`src/rtl/order_store_ctrl.sv`:
```
// Order table: insert / find-by-id / scan-all / clear over valid-ready command and response channels.
// Optional ORDER_STORE_DUP_CHECK_EN makes INSERT search first and reject ids already present.
module order_store_ctrl #(
  parameter int DEPTH  = 16,
  parameter int ID_W   = 32,
  parameter int DATA_W = 64
) (
  input  logic                     clk,
  input  logic                     rst,
  input  logic                     cmd_valid,
  output logic                     cmd_ready,
  input  logic [1:0]               cmd_op,
  input  logic [ID_W-1:0]          cmd_id,
  input  logic [DATA_W-1:0]        cmd_data,
  output logic                     rsp_valid,
  input  logic                     rsp_ready,
  output logic [1:0]               rsp_status,
  output logic [ID_W-1:0]          rsp_id,
  output logic [DATA_W-1:0]        rsp_data,
  output logic                     rsp_last,
  output logic [$clog2(DEPTH):0]   count
);

  localparam int IDX_W = $clog2(DEPTH);
  localparam int CNT_W = IDX_W + 1;

  localparam logic [1:0] OP_INSERT = 2'd0;
  localparam logic [1:0] OP_FIND   = 2'd1;
  localparam logic [1:0] OP_SCAN   = 2'd2;
  localparam logic [1:0] OP_CLEAR  = 2'd3;

  localparam logic [1:0] ST_OK        = 2'd0;
  localparam logic [1:0] ST_NOT_FOUND = 2'd1;
  localparam logic [1:0] ST_FULL      = 2'd2;
  localparam logic [1:0] ST_DUP       = 2'd3;

`ifdef ORDER_STORE_DUP_CHECK_EN
  localparam bit DUP_CHK = 1'b1;
`else
  localparam bit DUP_CHK = 1'b0;
`endif

  typedef enum logic [1:0] {IDLE, SEARCH, SCAN, RESP} state_t;

  state_t              state_q, state_d;
  logic [IDX_W-1:0]    idx_q, idx_d;
  logic [CNT_W-1:0]    count_q, count_d;
  logic [1:0]          op_q, op_d;
  logic [ID_W-1:0]     id_q, id_d;
  logic [DATA_W-1:0]   data_q, data_d;
  logic                rsp_valid_q, rsp_valid_d;
  logic [1:0]          rsp_status_q, rsp_status_d;
  logic [ID_W-1:0]     rsp_id_q, rsp_id_d;
  logic [DATA_W-1:0]   rsp_data_q, rsp_data_d;
  logic                rsp_last_q, rsp_last_d;

  logic [ID_W-1:0]     tbl_id_q   [DEPTH];
  logic [DATA_W-1:0]   tbl_data_q [DEPTH];

  logic                wr_en;
  logic [ID_W-1:0]     wr_id;
  logic [DATA_W-1:0]   wr_data;
  logic                full;
  logic                hit;
  logic [CNT_W-1:0]    cnt_m1;
  logic [IDX_W-1:0]    last_idx;
  logic [IDX_W-1:0]    nxt_idx;

  assign full     = (count_q == CNT_W'(DEPTH));
  assign cnt_m1   = count_q - CNT_W'(1);
  assign last_idx = cnt_m1[IDX_W-1:0];
  assign nxt_idx  = idx_q + IDX_W'(1);
  assign hit      = (tbl_id_q[idx_q] == id_q);

  assign cmd_ready  = (state_q == IDLE) && !rst;
  assign rsp_valid  = rsp_valid_q;
  assign rsp_status = rsp_status_q;
  assign rsp_id     = rsp_id_q;
  assign rsp_data   = rsp_data_q;
  assign rsp_last   = rsp_last_q;
  assign count      = count_q;

  always_comb begin
    state_d      = state_q;
    idx_d        = idx_q;
    count_d      = count_q;
    op_d         = op_q;
    id_d         = id_q;
    data_d       = data_q;
    rsp_valid_d  = rsp_valid_q;
    rsp_status_d = rsp_status_q;
    rsp_id_d     = rsp_id_q;
    rsp_data_d   = rsp_data_q;
    rsp_last_d   = rsp_last_q;
    wr_en        = 1'b0;
    wr_id        = cmd_id;
    wr_data      = cmd_data;

    case (state_q)
      IDLE: begin
        if (cmd_valid) begin
          op_d         = cmd_op;
          id_d         = cmd_id;
          data_d       = cmd_data;
          idx_d        = '0;
          state_d      = RESP;
          rsp_valid_d  = 1'b1;
          rsp_last_d   = 1'b1;
          rsp_status_d = ST_OK;
          rsp_id_d     = '0;
          rsp_data_d   = '0;
          case (cmd_op)
            OP_INSERT: begin
              // FULL is decided before any duplicate search
              if (full) begin
                rsp_status_d = ST_FULL;
              end else if (DUP_CHK && (count_q != '0)) begin
                state_d     = SEARCH;
                rsp_valid_d = 1'b0;
                rsp_last_d  = 1'b0;
              end else begin
                wr_en      = 1'b1;
                count_d    = count_q + CNT_W'(1);
                rsp_id_d   = cmd_id;
                rsp_data_d = cmd_data;
              end
            end
            OP_FIND: begin
              if (count_q == '0) begin
                rsp_status_d = ST_NOT_FOUND;
              end else begin
                state_d     = SEARCH;
                rsp_valid_d = 1'b0;
                rsp_last_d  = 1'b0;
              end
            end
            OP_SCAN: begin
              if (count_q == '0) begin
                rsp_status_d = ST_NOT_FOUND;
              end else begin
                state_d    = SCAN;
                rsp_id_d   = tbl_id_q[0];
                rsp_data_d = tbl_data_q[0];
                rsp_last_d = (count_q == CNT_W'(1));
              end
            end
            default: count_d = '0;
          endcase
        end
      end

      SEARCH: begin
        if (hit) begin
          state_d     = RESP;
          rsp_valid_d = 1'b1;
          rsp_last_d  = 1'b1;
          if (op_q == OP_FIND) begin
            rsp_status_d = ST_OK;
            rsp_id_d     = tbl_id_q[idx_q];
            rsp_data_d   = tbl_data_q[idx_q];
          end else begin
            rsp_status_d = ST_DUP;
            rsp_id_d     = '0;
            rsp_data_d   = '0;
          end
        end else if (idx_q == last_idx) begin
          state_d     = RESP;
          rsp_valid_d = 1'b1;
          rsp_last_d  = 1'b1;
          if (op_q == OP_FIND) begin
            rsp_status_d = ST_NOT_FOUND;
            rsp_id_d     = '0;
            rsp_data_d   = '0;
          end else begin
            // duplicate search missed: the deferred insert happens now
            wr_en        = 1'b1;
            wr_id        = id_q;
            wr_data      = data_q;
            count_d      = count_q + CNT_W'(1);
            rsp_status_d = ST_OK;
            rsp_id_d     = id_q;
            rsp_data_d   = data_q;
          end
        end else begin
          idx_d = nxt_idx;
        end
      end

      SCAN: begin
        if (rsp_ready) begin
          if (rsp_last_q) begin
            state_d      = IDLE;
            rsp_valid_d  = 1'b0;
            rsp_status_d = ST_OK;
            rsp_id_d     = '0;
            rsp_data_d   = '0;
            rsp_last_d   = 1'b0;
          end else begin
            idx_d      = nxt_idx;
            rsp_id_d   = tbl_id_q[nxt_idx];
            rsp_data_d = tbl_data_q[nxt_idx];
            rsp_last_d = (nxt_idx == last_idx);
          end
        end
      end

      RESP: begin
        if (rsp_ready) begin
          state_d      = IDLE;
          rsp_valid_d  = 1'b0;
          rsp_status_d = ST_OK;
          rsp_id_d     = '0;
          rsp_data_d   = '0;
          rsp_last_d   = 1'b0;
        end
      end

      default: state_d = IDLE;
    endcase
  end

  always_ff @(posedge clk or posedge rst) begin
    if (rst) begin
      state_q      <= IDLE;
      idx_q        <= '0;
      count_q      <= '0;
      op_q         <= '0;
      id_q         <= '0;
      data_q       <= '0;
      rsp_valid_q  <= 1'b0;
      rsp_status_q <= '0;
      rsp_id_q     <= '0;
      rsp_data_q   <= '0;
      rsp_last_q   <= 1'b0;
    end else begin
      state_q      <= state_d;
      idx_q        <= idx_d;
      count_q      <= count_d;
      op_q         <= op_d;
      id_q         <= id_d;
      data_q       <= data_d;
      rsp_valid_q  <= rsp_valid_d;
      rsp_status_q <= rsp_status_d;
      rsp_id_q     <= rsp_id_d;
      rsp_data_q   <= rsp_data_d;
      rsp_last_q   <= rsp_last_d;
    end
  end

  // Table storage is never read beyond count, so it needs no reset
  always_ff @(posedge clk) begin
    if (wr_en) begin
      tbl_id_q[count_q[IDX_W-1:0]]   <= wr_id;
      tbl_data_q[count_q[IDX_W-1:0]] <= wr_data;
    end
  end

endmodule
```
`config.mk`:
```
export PLATFORM = sky130hd
export DESIGN_NAME = order_store_ctrl
export DESIGN_NICKNAME = d
export VERILOG_FILES = /design/src/rtl/order_store_ctrl.sv
export SDC_FILE = /design/constraint.sdc
export NUM_CORES = 2
export LEC_CHECK = 0
export ABC_CLOCK_PERIOD_IN_PS = 8800
export BUFFER_PORTS_ARGS = -buffer_cell sky130_fd_sc_hd__buf_2
export CAP_MARGIN = 15
export CORE_MARGIN = 5
export CORE_UTILIZATION = 55
export CTS_CLUSTER_SIZE = 20
export DETAILED_ROUTE_END_ITERATION = 12
export PLACE_DENSITY = 0.72
export SLEW_MARGIN = 40
export SYNTH_ARGS = -nofsm -noshare
export SYNTH_HDL_FRONTEND = slang
export SYNTH_SLANG_ARGS = --single-unit
export TNS_END_PERCENT = 30
```
`constraint.sdc`:
```
create_clock -name clk -period 8.8 [get_ports clk]
set_input_delay 1.32 -clock clk [delete_from_list [all_inputs] [get_ports clk]]
set_output_delay 1.32 -clock clk [all_outputs]
set_load 0.1 [all_outputs]
```
==> impl_metrics.py <==
metrics = {
    "run_status": {
        "status": "completed",
    },
    "clock_tree": {
        "cts-hold-fix-buffers": 0,
        "tritoncts": "done",
        "cts_resized": 0,
        "htreeDepth": 4,
        "post_cts_buffers": 0,
        "clock_latency_ns": 0.83,
        "cts_max_path_buffers": 3,
        "clock-root-buffer": "clkbuf_16",
        "cts_buffers": 178,
        "clkSlewWorstSetupHoldPaths_ns": 0.06,
        "clock-sinks": 1745,
    },
    "timing": {
        "fin_crit_sh": 0.714,
        "finalSetupViolations": 0,
        "slew_viol_final": 0,
        "setup_ws_ns": 2.52,
        "slew_headroom": 0.271,
        "setup-tns-final_ns": 0,
        "worst-slew-pin-transition_ns": 1.09,
        "rsz0062_at_grt": "no",
        "fmax_mhz": 159,
        "min_period_ns": 6.28,
        "fin_worst_skew_ns": 0.0348,
        "hold_viol_final": 0,
    },
    "final_layout": {
        "area_growth_syn_to_layout_pct": 12.1,
        "nets": 4844,
        "drive_gt1_frac": 0.352,
        "fill_cells": 10600,
        "final_cells": 6918,
        "multiInputGateArea_sq_um": 31200,
        "regArea_sq_um": 51400,
    },
    "detailed_routing": {
        "wl_mm": 257,
        "vias_per_cell": 7.47,
        "drc": 0,
        "wl_per_cell_um": 37.2,
        "ant_nets": 0,
        "drtIter0Drc": 7671,
        "drtPass1Iterations": 6,
        "route.vias.total": 51700,
    },
    "global_route": {
        "grt_first_pass_wirelength_mm": 370,
        "grt_start_max_net_pins": 129,
        "grt_overflow": 0,
        "first_global_vias": 52400,
        "grt_use_total": 0.316,
        "grt_antenna_before_repair": 12,
    },
    "setup_path": {
        "critPathMaxFanout": 60,
        "crit_path_end_kind": "flip-flop",
        "startpoint_type": "flip-flop",
        "arrival_ns": 6.72,
        "reg2reg_depth": 14,
        "worstPathRequired_ns": 9.24,
        "path_class": "reg -> reg",
    },
    "power_and_ir_drop": {
        "leakagePower_nw": 30.4,
        "power.total_mw": 30.5,
        "power_density_nw_per_um2": 323,
        "ir_drop_mv": 0.319,
    },
    "synthesis": {
        "synth_area_per_cell_sq_um": 18.3,
        "synth_nets": 4713,
        "synth_flop_cell": "edfxtp_1",
        "synth.yosys.seq_area_share": 0.611,
        "synth_cell_types": 72,
        "synth_enable_flop_cells": 1536,
        "synthCells": 4596,
        "async_flop_share": 0.120,
        "yosysWarnings": 0,
        "ys_ff_latch": 1745,
        "synth_area_sq_um": 84100,
    },
    "worst_hold_path": {
        "min_path_cells": 2,
        "min_path_type": "reg -> reg",
    },
    "die": {
        "die_x_um": 401,
        "die_area_sq_um": 161000,
        "core_area_sq_um": 152000,
        "start_util": 0.553,
        "die_y_um": 401,
        "rows": 143,
        "io_pins": 208,
    },
    "flow_run": {
        "maxCapViolCount": 0,
    },
    "place": {
        "io_buffers": 207,
        "place_congestion": 0.872,
        "place_ws_ns": 2.24,
        "dp.cells": 6572,
        "dp_hpwl_mm": 145,
    },
}
==> cell type report <==
cell class                      count  share of cell area
Clock buffer                      239              0.0520
Clock inverter                     97              0.0109
Inverter                           19            0.000889
Multi-Input combinational cell   2412               0.331
Antenna cell                        5            0.000133
Timing Repair Buffer              371              0.0339
Sequential cell                  1745               0.545
Tap cell                         2030              0.0269
==> through the flow <==
step / utilization / cell area (sq um) / hold WS, ns
CTS: 0.619 / 94200 / 0.480
finish: 0.620 / 94300 / 0.484
floorplan: - / 84100 / 0.442
global placement: 0.577 / 87700 / 0.456
global route: 0.620 / 94300 / 0.513
detailed placement: 0.580 / 88200 / 0.466
==> kinds of logic after synthesis <==
logic type | share of synthesized area
buffers and inverters | 0.0223
flip-flops | 0.611
XOR/XNOR | 0.00604
AO/OA/AOI/OAI | 0.0617
multiplexers | 0.265
AND/OR/NAND/NOR | 0.0320
adder cells (fa/ha/maj) | 0.00223
==> placed cells by master, fill, tap and decap left out, types with 98 or more instances in the layout <==
cell,instances
mux2i_1,216
a221o_1,189
edfxtp_1,1536
nor4_1,98
dfrtp_1,205
mux4_2,773
clkbuf_16,181
mux2_2,243
buf_2,207
a211oi_1,205
nor2b_1,105
a22oi_1,129
==> synthesized netlist by cell type (all sizes together), types with 4 or more instances <==
cell type | instances | area [sq um]
clkbuf | 270 | 1010
and2 | 12 | 75.1
o22ai | 18 | 113
nor3 | 11 | 60.1
mux4 | 773 | 17400
a31oi | 5 | 31.3
o31ai | 4 | 30.0
a21oi | 27 | 135
inv | 19 | 71.3
edfxtp | 1536 | 46100
xnor2 | 29 | 254
a22oi | 129 | 968
nand2 | 51 | 191
mux2 | 243 | 2740
o21ai | 24 | 120
buf | 150 | 787
nand2b | 13 | 81.3
nor2 | 37 | 141
and3 | 70 | 438
nor2b | 107 | 669
ha | 15 | 188
nand3b | 4 | 30.0
nand3 | 23 | 115
a211oi | 205 | 1540
a221o | 189 | 1890
nand4 | 11 | 68.8
or3 | 11 | 68.8
dfrtp | 209 | 5230
nor4 | 99 | 619
xor2 | 29 | 254
o211ai | 7 | 52.6
mux2i | 216 | 2160
==> final timing paths <==
kind | to | startpoint | slack (ns)
max in group asynchronous | id_q[4] | rst | 6.83
setup reg to reg | tbl_data_q[3][58] | idx_q[3] | 2.52
hold / removal | op_q[0] | op_q[0] | 0.48
min in group asynchronous | op_q[1] | rst | 0.63
setup / recovery | tbl_data_q[3][58] | idx_q[3] | 2.52
hold reg to reg | op_q[0] | op_q[0] | 0.48
==> critical path, cell delays in order, from the launching register on <==
cell      delay (ns)
dfrtp_4         0.68
buf_12          0.26
buf_12          0.32
buf_12          0.33
mux2_2          0.38
o221ai_1        0.34
mux2i_1         0.27
nor4_1          0.09
nor4b_2         0.20
buf_4           0.29
a311oi_4        0.71
a32oi_2         0.18
buf_4           0.30
and3b_4         0.78
buf_12          0.55
==> state kept, by name, indices dropped and copies added (netlist names) <==
name        flops
tbl_data_q   1024
rsp_id         32
data_q         64
rsp_data       64
rsp_last        1
tbl_id_q      512
rsp_valid       1
state_q         2
idx_q           4
count           5
op_q            2
id_q           32
rsp_status      2
==> power breakdown <==
part           switching (mW)  internal [mW]  leakage, nW
Clock                    3.25           4.44         2.90
Sequential              0.585           9.60         16.4
Combinational            7.27           5.36         11.0
Total                    11.1           19.4         30.4
==> layer usage <==
layer  track usage  vias to the layer above  routed length (um)
met5             0                        -                  56
met4         0.145                        8               13000
met3        0.0789                      747               30800
met2         0.500                     3922              123000
met1         0.419                    26900               90300
li1              -                    20100                   -
Note: power is estimated with default switching activity, not from simulation.
